==> src/rtl/agnus_audio_pkg.sv <==
// agnus_audio_pkg: shared constants for the audio DMA slot scheduler
package agnus_audio_pkg;
  localparam int NCH = 4;
  localparam logic [8:0] STROBE_HPOS_DEF = 9'h001;
  localparam logic [8:0] SLOT_BASE_DEF = 9'h00D;
  localparam logic [7:0] AUDLCH = 8'h50;
  localparam logic [7:0] AUDLCL = 8'h51;
  localparam logic [7:0] AUDDAT = 8'h55;
  localparam logic [7:0] AUD_STRIDE = 8'h08;
  function automatic logic [7:0] aud_reg(input logic [7:0] base, input int n);
    return base + AUD_STRIDE * 8'(n);
  endfunction
endpackage

==> src/rtl/agnus_audio_ptr.sv <==
// agnus_audio_ptr: location latch, running pointer and pending request for one audio channel
module agnus_audio_ptr
  import agnus_audio_pkg::*;
#(
  parameter int IDX = 0
) (
  input  logic        clk,
  input  logic        reset,
  input  logic        clk7_en,
  input  logic        cck,
  input  logic        sample,
  input  logic        hit,
  input  logic        dmaen,
  input  logic        dmareq,
  input  logic        dmas,
  input  logic [7:0]  reg_address_in,
  input  logic [15:0] data_in,
  output logic        active,
  output logic [19:0] address
);
  logic [19:0] lc, pt;
  logic pend, restart;
  assign active = hit & pend & dmaen;
  assign address = restart ? lc : pt;
  // latch writes, request sampling, slot completion and enable-drop cancellation
  always_ff @(posedge clk) begin
    if (reset) begin
      lc <= '0;
      pt <= '0;
      pend <= 1'b0;
      restart <= 1'b0;
    end else if (clk7_en) begin
      if (reg_address_in == aud_reg(AUDLCH, IDX)) lc[19:15] <= data_in[4:0];
      if (reg_address_in == aud_reg(AUDLCL, IDX)) lc[14:0] <= data_in[15:1];
      if (active & cck) pt <= address + 20'd1;
      if (sample) begin
        pend <= dmareq & dmaen;
        restart <= dmas;
      end else if ((active & cck) | ~dmaen) begin
        pend <= 1'b0;
        restart <= 1'b0;
      end
    end
  end
endmodule

==> src/rtl/agnus_audio_dma.sv <==
// agnus_audio_dma: audio DMA request sampling, slot decode and chip-bus address mux
module agnus_audio_dma
  import agnus_audio_pkg::*;
#(
  parameter logic [8:0] STROBE_HPOS = STROBE_HPOS_DEF,
  parameter logic [8:0] SLOT_BASE = SLOT_BASE_DEF
) (
  input  logic        clk,
  input  logic        reset,
  input  logic        clk7_en,
  input  logic        cck,
  input  logic [8:0]  hpos,
  input  logic [3:0]  dmaen,
  input  logic [3:0]  dmareq,
  input  logic [3:0]  dmas,
  input  logic [7:0]  reg_address_in,
  input  logic [15:0] data_in,
  output logic        strhor,
  output logic        dma,
  output logic [19:0] address_out,
  output logic [7:0]  reg_address_out
);
  logic sample;
  logic [NCH-1:0] active;
  logic [19:0] addr [NCH];
  assign sample = clk7_en & cck & (hpos == STROBE_HPOS);
  assign strhor = sample & ~reset;
  for (genvar g = 0; g < NCH; g++) begin : g_ch
    agnus_audio_ptr #(.IDX(g)) u_ptr (
      .clk(clk),
      .reset(reset),
      .clk7_en(clk7_en),
      .cck(cck),
      .sample(sample),
      .hit(hpos == SLOT_BASE + 9'(2 * g)),
      .dmaen(dmaen[g]),
      .dmareq(dmareq[g]),
      .dmas(dmas[g]),
      .reg_address_in(reg_address_in),
      .data_in(data_in),
      .active(active[g]),
      .address(addr[g])
    );
  end
  // slots are disjoint, so at most one channel drives the bus outputs
  always_comb begin
    dma = 1'b0;
    address_out = '0;
    reg_address_out = 8'hFF;
    for (int n = 0; n < NCH; n++) begin
      if (active[n]) begin
        dma = 1'b1;
        address_out = addr[n];
        reg_address_out = aud_reg(AUDDAT, n);
      end
    end
  end
endmodule

==> config.mk <==
export PLATFORM = sky130hd
export DESIGN_NAME = agnus_audio_dma
export DESIGN_NICKNAME = d
export VERILOG_FILES = /design/src/rtl/agnus_audio_pkg.sv /design/src/rtl/agnus_audio_ptr.sv /design/src/rtl/agnus_audio_dma.sv
export SDC_FILE = /design/constraint.sdc
export NUM_CORES = 1
export LEC_CHECK = 0
export BUFFER_PORTS_ARGS = -buffer_cell sky130_fd_sc_hd__clkbuf_2
export CAP_MARGIN = 20
export CELL_PAD_IN_SITES_DETAIL_PLACEMENT = 0
export CELL_PAD_IN_SITES_GLOBAL_PLACEMENT = 1
export CORE_AREA = 2 2 111 194
export CTS_CLUSTER_SIZE = 16
export DETAILED_ROUTE_END_ITERATION = 10
export DIE_AREA = 0 0 113 196
export PLACE_DENSITY_LB_ADDON = 0.1
export SKIP_LAST_GASP = 1
export SYNTH_ARGS = -nofsm -noshare
export SYNTH_HDL_FRONTEND = slang
export SYNTH_SLANG_ARGS = --single-unit
==> constraint.sdc <==
create_clock -name clk -period 5.4 [get_ports clk]
set_input_delay 0.27 -clock clk [delete_from_list [all_inputs] [get_ports clk]]
set_output_delay 0.27 -clock clk [all_outputs]
set_load 0.05 [all_outputs]
# Yosys cells after proc, flatten, opt, wreduce, memory -nomap -nowiden
# Index checks and enable logic that the tools add are counted.
dict set report totals {
  out_inout_bits 30
  regBits 168
}
dict set report classes {
  n_mux 28
  eq_ne 13
  bitwise_logic 28
  n_reduce_logical 20
  addsub 4
}
# operator count
set op_table {}
lappend op_table {{$mux 20} 8}
lappend op_table {{$add 20x1->20 const B} 4}
lappend op_table {{$eq 8x7->1 const B} 8}
lappend op_table {{$mux 8} 4}
lappend op_table {{$reduce_and 2->1} 16}
lappend op_table {{$and 1x1->1} 19}
lappend op_table {{$eq 9x4->1 const B} 2}
lappend op_table {{$eq 9x5->1 const B} 2}
lappend op_table {{$mux 1} 16}
lappend op_table {{$eq 9x1->1 const B} 1}
lappend op_table {{$reduce_bool 2->1} 4}
lappend op_table {{$not 1->1} 5}
lappend op_table {{$or 1x1->1} 4}

# Depth between registers and ports, before layout
dict set report logic_depth {
  word_depth 7
  ltp_mapped 11
  ltp_nobuf 8
}

# By module
# A second synthesis with hierarchy kept.
dict set report hier_totals {
  hier_cells 1165
  area_unflattened_um2 10083.4
}
# mod cells_per_inst area_each_um2 n_inst seq_area_each_um2
set by_module_without_submodules {}
lappend by_module_without_submodules {{agnus_audio_ptr (g_ch[0].u_ptr ...)} 267 2379.8 2 840.8}
lappend by_module_without_submodules {{agnus_audio_ptr (g_ch[1].u_ptr ...)} 264 2288.4 2 840.8}
lappend by_module_without_submodules {agnus_audio_dma 103 747.0 1 0.0}

# Worst setup path before layout
# Ideal clock, no wire load.
dict set report synth_timing {
  path_type {input to output}
  start {input hpos[1]}
  end {output reg_address_out[7]}
  t_arrival_ns 3.102
  path_buffers 3
  path_slack_ns 2.028
  required_ns 5.130
  path_stages 8
  path_cell_list {clkbuf_1 > nor3b_1 > and4_1 > clkbuf_1 > nor2_1 > nand3_1 > inv_1 > buf_4}
}
dict set report synth_via {
  elab_chain_len 7
  word_cells_on_any_way 16
  cone_classes {eq/ne (4); mux (4); bitwise (8)}
}
# element line_no
set synth_rtl {}
lappend synth_rtl {{from (decl)} agnus_audio_dma.sv:12} ;# input logic [8:0] hpos,
lappend synth_rtl {{$eq 9x4->1} agnus_audio_dma.sv:35} ;# .hit(hpos == SLOT_BASE + 9'(2 * g)),
lappend synth_rtl {{$and 1x1->1 (2 in a row)} agnus_audio_ptr.sv:23} ;# assign active = hit & pend & dmaen;
lappend synth_rtl {{$mux 8 (3 in a row)} agnus_audio_dma.sv:51} ;# if (active[n]) begin
lappend synth_rtl {{$mux 8 (*)} agnus_audio_dma.sv:51}
lappend synth_rtl {{to (decl)} agnus_audio_dma.sv:21} ;# output logic [7:0] reg_address_out
# Mark *: on every way between the ends. The rest lies on a longest branch, timed or not.

# Worst setup path after layout
dict set report layout_timing {
  start {register g_ch[2].u_ptr.restart}
  end {output address_out[12]}
}
dict set report layout_via {
  elab_chain_len 3
}
# element line_no
set layout_rtl {}
lappend layout_rtl {{from (decl)} agnus_audio_ptr.sv:22} ;# logic pend, restart;
lappend layout_rtl {{from (signal assigned)} agnus_audio_ptr.sv:38} ;# restart <= dmas;
lappend layout_rtl {{$mux 20} agnus_audio_ptr.sv:24} ;# assign address = restart ? lc : pt;
lappend layout_rtl {{$mux 20 (2 in a row)} agnus_audio_dma.sv:51}
lappend layout_rtl {{to (decl)} agnus_audio_dma.sv:20} ;# output logic [19:0] address_out,
# Every way passes these cells.

==> results by stage <==
Outcome:
- The flow ran to the end, but the final reports show violations.
- The final reports fail on design-rule violations.

Global route:
- After global routing the overflow that remains totals 0.
- The largest net degree at the start of global routing is 68.
- The number of global-route vias before repair is about 9000.
- The total routing resource utilization after global routing is 0.3143.
- The initial antenna violation count is 1.
- The first global-routing pass estimated 52.72 mm of wire.

STA:
- Subtracting the final worst setup slack from the clock period gives 3.259 ns.
- The slew at the pin closest to its max-slew limit is 1.075 ns.
- After routing, the total negative slack on setup checks comes to 0 ns.
- Setup violations remaining at the end of the flow were counted as 0.
- The hold violation total from the final report is 0.
- Measured against its own limit, the worst slew margin works out to 0.2780.
- The upper clock frequency limit is ~310 MHz.
- The final worst setup slack is roughly 2.1 ns.
- The worst-case clock skew is 0.008773 ns.
- In the finished design, the share of the clock period the worst path needs comes to 0.6036.
- Setup repair after global routing left no endpoint under its margin.
- The max-slew violation count came to 0.

Placed design:
- Detailed placement finished with a half-perimeter wire length of roughly 26 mm.
- The placed instances occupy a cell area of roughly 10000 um2.
- The post-placement worst setup slack is about 2.2 ns.
- The congestion estimate from routability-driven global placement came to between 0.9 and 1.
- Counting tap cells, the placed design contains a total of ~1500 instances.
- Port buffering added 75 buffers.

CTS:
- The total CTS buffers is 17.
- The total number of clock tree sinks is about 170.
- The number of hold-repair buffers added at the cts stage is 0.
- The maximum clock insertion buffer count is 2.
- The number of gates resized after CTS was 0.
- The H-tree depth is 4.
- The insertion delay to the later sink of the worst-skew pair is roughly 0.44 ns.
- The register clock-pin slew on the reported worst setup and hold paths is roughly 0.07 ns.
- CTS placed an instance of sky130_fd_sc_hd__clkbuf_16 at the clock tree root.
- Post-CTS timing repair inserted 0 buffers for setup.
- TritonCTS built the clock tree.

Synth:
- During synthesis, Yosys emitted a total of 0 warnings.
- The distinct cell type count of the synthesized netlist is 64.
- In the synthesized netlist, the number of instances is ~1200.
- The share of synthesized registers carrying an async set or reset is 0.
- The number of register bits inferred by synthesis is approximately 170.
- The most used flip-flop cell after synthesis is sky130_fd_sc_hd__dfxtp_1.
- The mean post-synth cell area is ~8.1 um2.
- The number of flops mapped to enable cells by yosys is 0.
- The register area share after synthesis is 0.3394.
- After synthesis the cells add up to about 10000 um2.

Layout:
- The antenna cell count is 0.
- For this run, the number of standard cells in the final layout without fillers is ~1500.
- Once layout is complete, the utilization of the core stands at 0.5335.
- Of the cells placed in the final design, the portion with a size suffix greater than 1 is 0.1314.
- The area growth from synthesis to layout is 11.27%.
- The post-route standard cell area excluding fillers is roughly 11000 um2.
- The final layout net count is approximately 1300.

Pwr:
- Dividing total power by cell area gives a power density of approximately 240 nW/um2.
- The worst-case vdd ir drop is around 180 uV.
- The leakage power of the design is 0.004218 uW.

Setup path:
- The setup path with the least slack is of type reg -> out.
- Traced cell by cell, the critical path runs through buf_4 -> mux2i_1 -> nand2_1 -> o21ai_0 -> o21ai_0 -> clkbuf_2.
- STA classifies the critical path endpoint as a primary output.
- The critical path's most frequent cell is sky130_fd_sc_hd__o21ai_0.
- The maximum net fanout on the critical path is 29.
- The kind of launch point of the worst setup path is a flop.
- The maximum cell stage delay along the critical path is 0.70 ns.
- The worst path required time is 5.13 ns.
- The slowest stage of the critical path belongs to the cell sky130_fd_sc_hd__dfxtp_2.
- At the worst endpoint, the arrival time is 2.99 ns.
- The worst register-to-register path has a setup slack of about 2.4 ns.

Die:
- The floorplan step defined a die boundary enclosing ~22000 um2.
- The floorplan has 70 rows.
- The region available for standard cell placement spans between 20000 and 25000 um2.
- The die is between 100 and 150 um wide.
- In this run the count of I/O pins placed on the die edge is between 70 and 80.
- The effective utilization at floorplan is 0.4794.
- In this run the vertical extent of the chip is around 200 um.

Drt:
- The first detailed-routing pass took 9 iterations.
- The routed design has 34.97 mm of wire.
- In this run the remaining antenna-violating nets after routing total 0.
- For this block, the via count after detailed routing is 9507.
- The DRC violation count after routing is 5.
- The detailed router finished its first iteration with roughly 870 violations.
- Dividing the detail-routed wire length by the instance count gives ~23 um.
- The vias per cell is 6.242.

Min path:
- The class of the most critical hold timing path is in -> reg.

Job:
- The max-cap check violation count is 0.
critical path: cells and delay by family (launching register included):
family	cells	cell delay (ns)
simple gates	1	0.28
buf+inv	2	0.69
compound gates	2	0.30
mux	1	0.57
flops	1	0.70
placed cells by master, fill, tap and decap left out, drive strengths merged, types with 23 or more instances in the layout:
cell type	instances
nand4	32
nand4b	23
nand3	48
nand2	135
a21oi	91
mux2i	127
clkbuf	95
dfxtp	168
nand3b	30
mux2	24
nor2	137
o21ai	72
through the flow:
stage | power, uW | hold slack, ns
after floorplan | 1317 | 0.3998
after global routing | 2662 | 0.05526
final | 2598 | 0.05001
after CTS | 2612 | 0.03364
after detailed placement | 1366 | 0.4248
after global placement | 1366 | 0.4169
final timing paths:
path,from,to,cells past startpoint
worst max-delay path,g_ch[2].u_ptr.restart$_SDFFE_PP0P_,address_out[12],6
worst min-delay path,dmareq[2],g_ch[2].u_ptr.pend$_SDFFE_PP0P_,3
worst max register to register,g_ch[1].u_ptr.restart$_SDFFE_PP0P_,g_ch[1].u_ptr.pt[10]$_SDFFE_PP0P_,8
worst min register to register,g_ch[3].u_ptr.pend$_SDFFE_PP0P_,g_ch[3].u_ptr.pend$_SDFFE_PP0P_,2
cell families after synthesis:
kind of cell / count (synthesis) / synth area share
other cells: 1 / 0.0003784
simple gates: 495 / 0.2511
xor+xnor: 42 / 0.03712
mux: 151 / 0.1556
fa+ha+maj: 4 / 0.005051
buf+inv: 91 / 0.03813
flops: 168 / 0.3394
compound gates: 276 / 0.1732
cell type report:
cell class / instances / area, um2
fill: 2045 / 9643
multi-input combinational: 971 / 6183
sequential: 168 / 3368
timing repair buffer: 92 / 528.0
clock buffer: 21 / 480.5
tap: 252 / 315.3
clock inverter: 11 / 121.4
inverter: 8 / 30.03
registers in the layout, summed over array words and instances, names as in the netlist:
| name | cells |
|---|---|
| g_ch.u_ptr.pend | 4 |
| g_ch.u_ptr.pt | 80 |
| g_ch.u_ptr.restart | 4 |
| g_ch.u_ptr.lc | 80 |
Yosys cell counts, types with 6 or more instances:
cell type / count / share of area
sky130_fd_sc_hd__a21oi_1: 90 / 0.045
sky130_fd_sc_hd__a22oi_1: 14 / 0.011
sky130_fd_sc_hd__a2bb2oi_1: 6 / 0.0053
sky130_fd_sc_hd__a31oi_1: 20 / 0.013
sky130_fd_sc_hd__and2_1: 9 / 0.0057
sky130_fd_sc_hd__and3_1: 8 / 0.0051
sky130_fd_sc_hd__buf_1: 7 / 0.0027
sky130_fd_sc_hd__buf_2: 11 / 0.0056
sky130_fd_sc_hd__buf_4: 6 / 0.0045
sky130_fd_sc_hd__clkbuf_1: 59 / 0.022
sky130_fd_sc_hd__dfxtp_1: 168 / 0.34
sky130_fd_sc_hd__inv_1: 8 / 0.0030
sky130_fd_sc_hd__mux2_2: 24 / 0.027
sky130_fd_sc_hd__mux2i_1: 127 / 0.13
sky130_fd_sc_hd__nand2_1: 135 / 0.051
sky130_fd_sc_hd__nand2b_1: 6 / 0.0038
sky130_fd_sc_hd__nand3_1: 48 / 0.024
sky130_fd_sc_hd__nand3b_1: 30 / 0.023
sky130_fd_sc_hd__nand4_1: 32 / 0.020
sky130_fd_sc_hd__nand4b_1: 23 / 0.020
sky130_fd_sc_hd__nor2_1: 137 / 0.052
sky130_fd_sc_hd__nor2b_1: 14 / 0.0088
sky130_fd_sc_hd__nor3_1: 18 / 0.0091
sky130_fd_sc_hd__nor3b_1: 6 / 0.0045
sky130_fd_sc_hd__nor4_1: 7 / 0.0044
sky130_fd_sc_hd__o211ai_1: 14 / 0.011
sky130_fd_sc_hd__o21ai_0: 72 / 0.036
sky130_fd_sc_hd__o22ai_1: 12 / 0.0076
sky130_fd_sc_hd__or3_1: 9 / 0.0057
sky130_fd_sc_hd__xnor2_1: 20 / 0.018
sky130_fd_sc_hd__xor2_1: 22 / 0.019
where the power goes:
part           total [uW]  leakage, uW  switching (uW)  internal, uW
logic                96.2      0.00257            70.9          25.3
clock network        1260     0.000295             530           729
registers            1240      0.00135            1.89          1240
layer usage:
| metal | wire length (um) | track usage |
|---|---|---|
| met1 | 13660 | 0.3613 |
| met2 | 17970 | 0.5613 |
| met3 | 1650 | 0.04634 |
| met4 | 1684 | 0.1554 |
| met5 | 0 | 0 |
No activity file was read; power rests on OpenSTA's default activity.
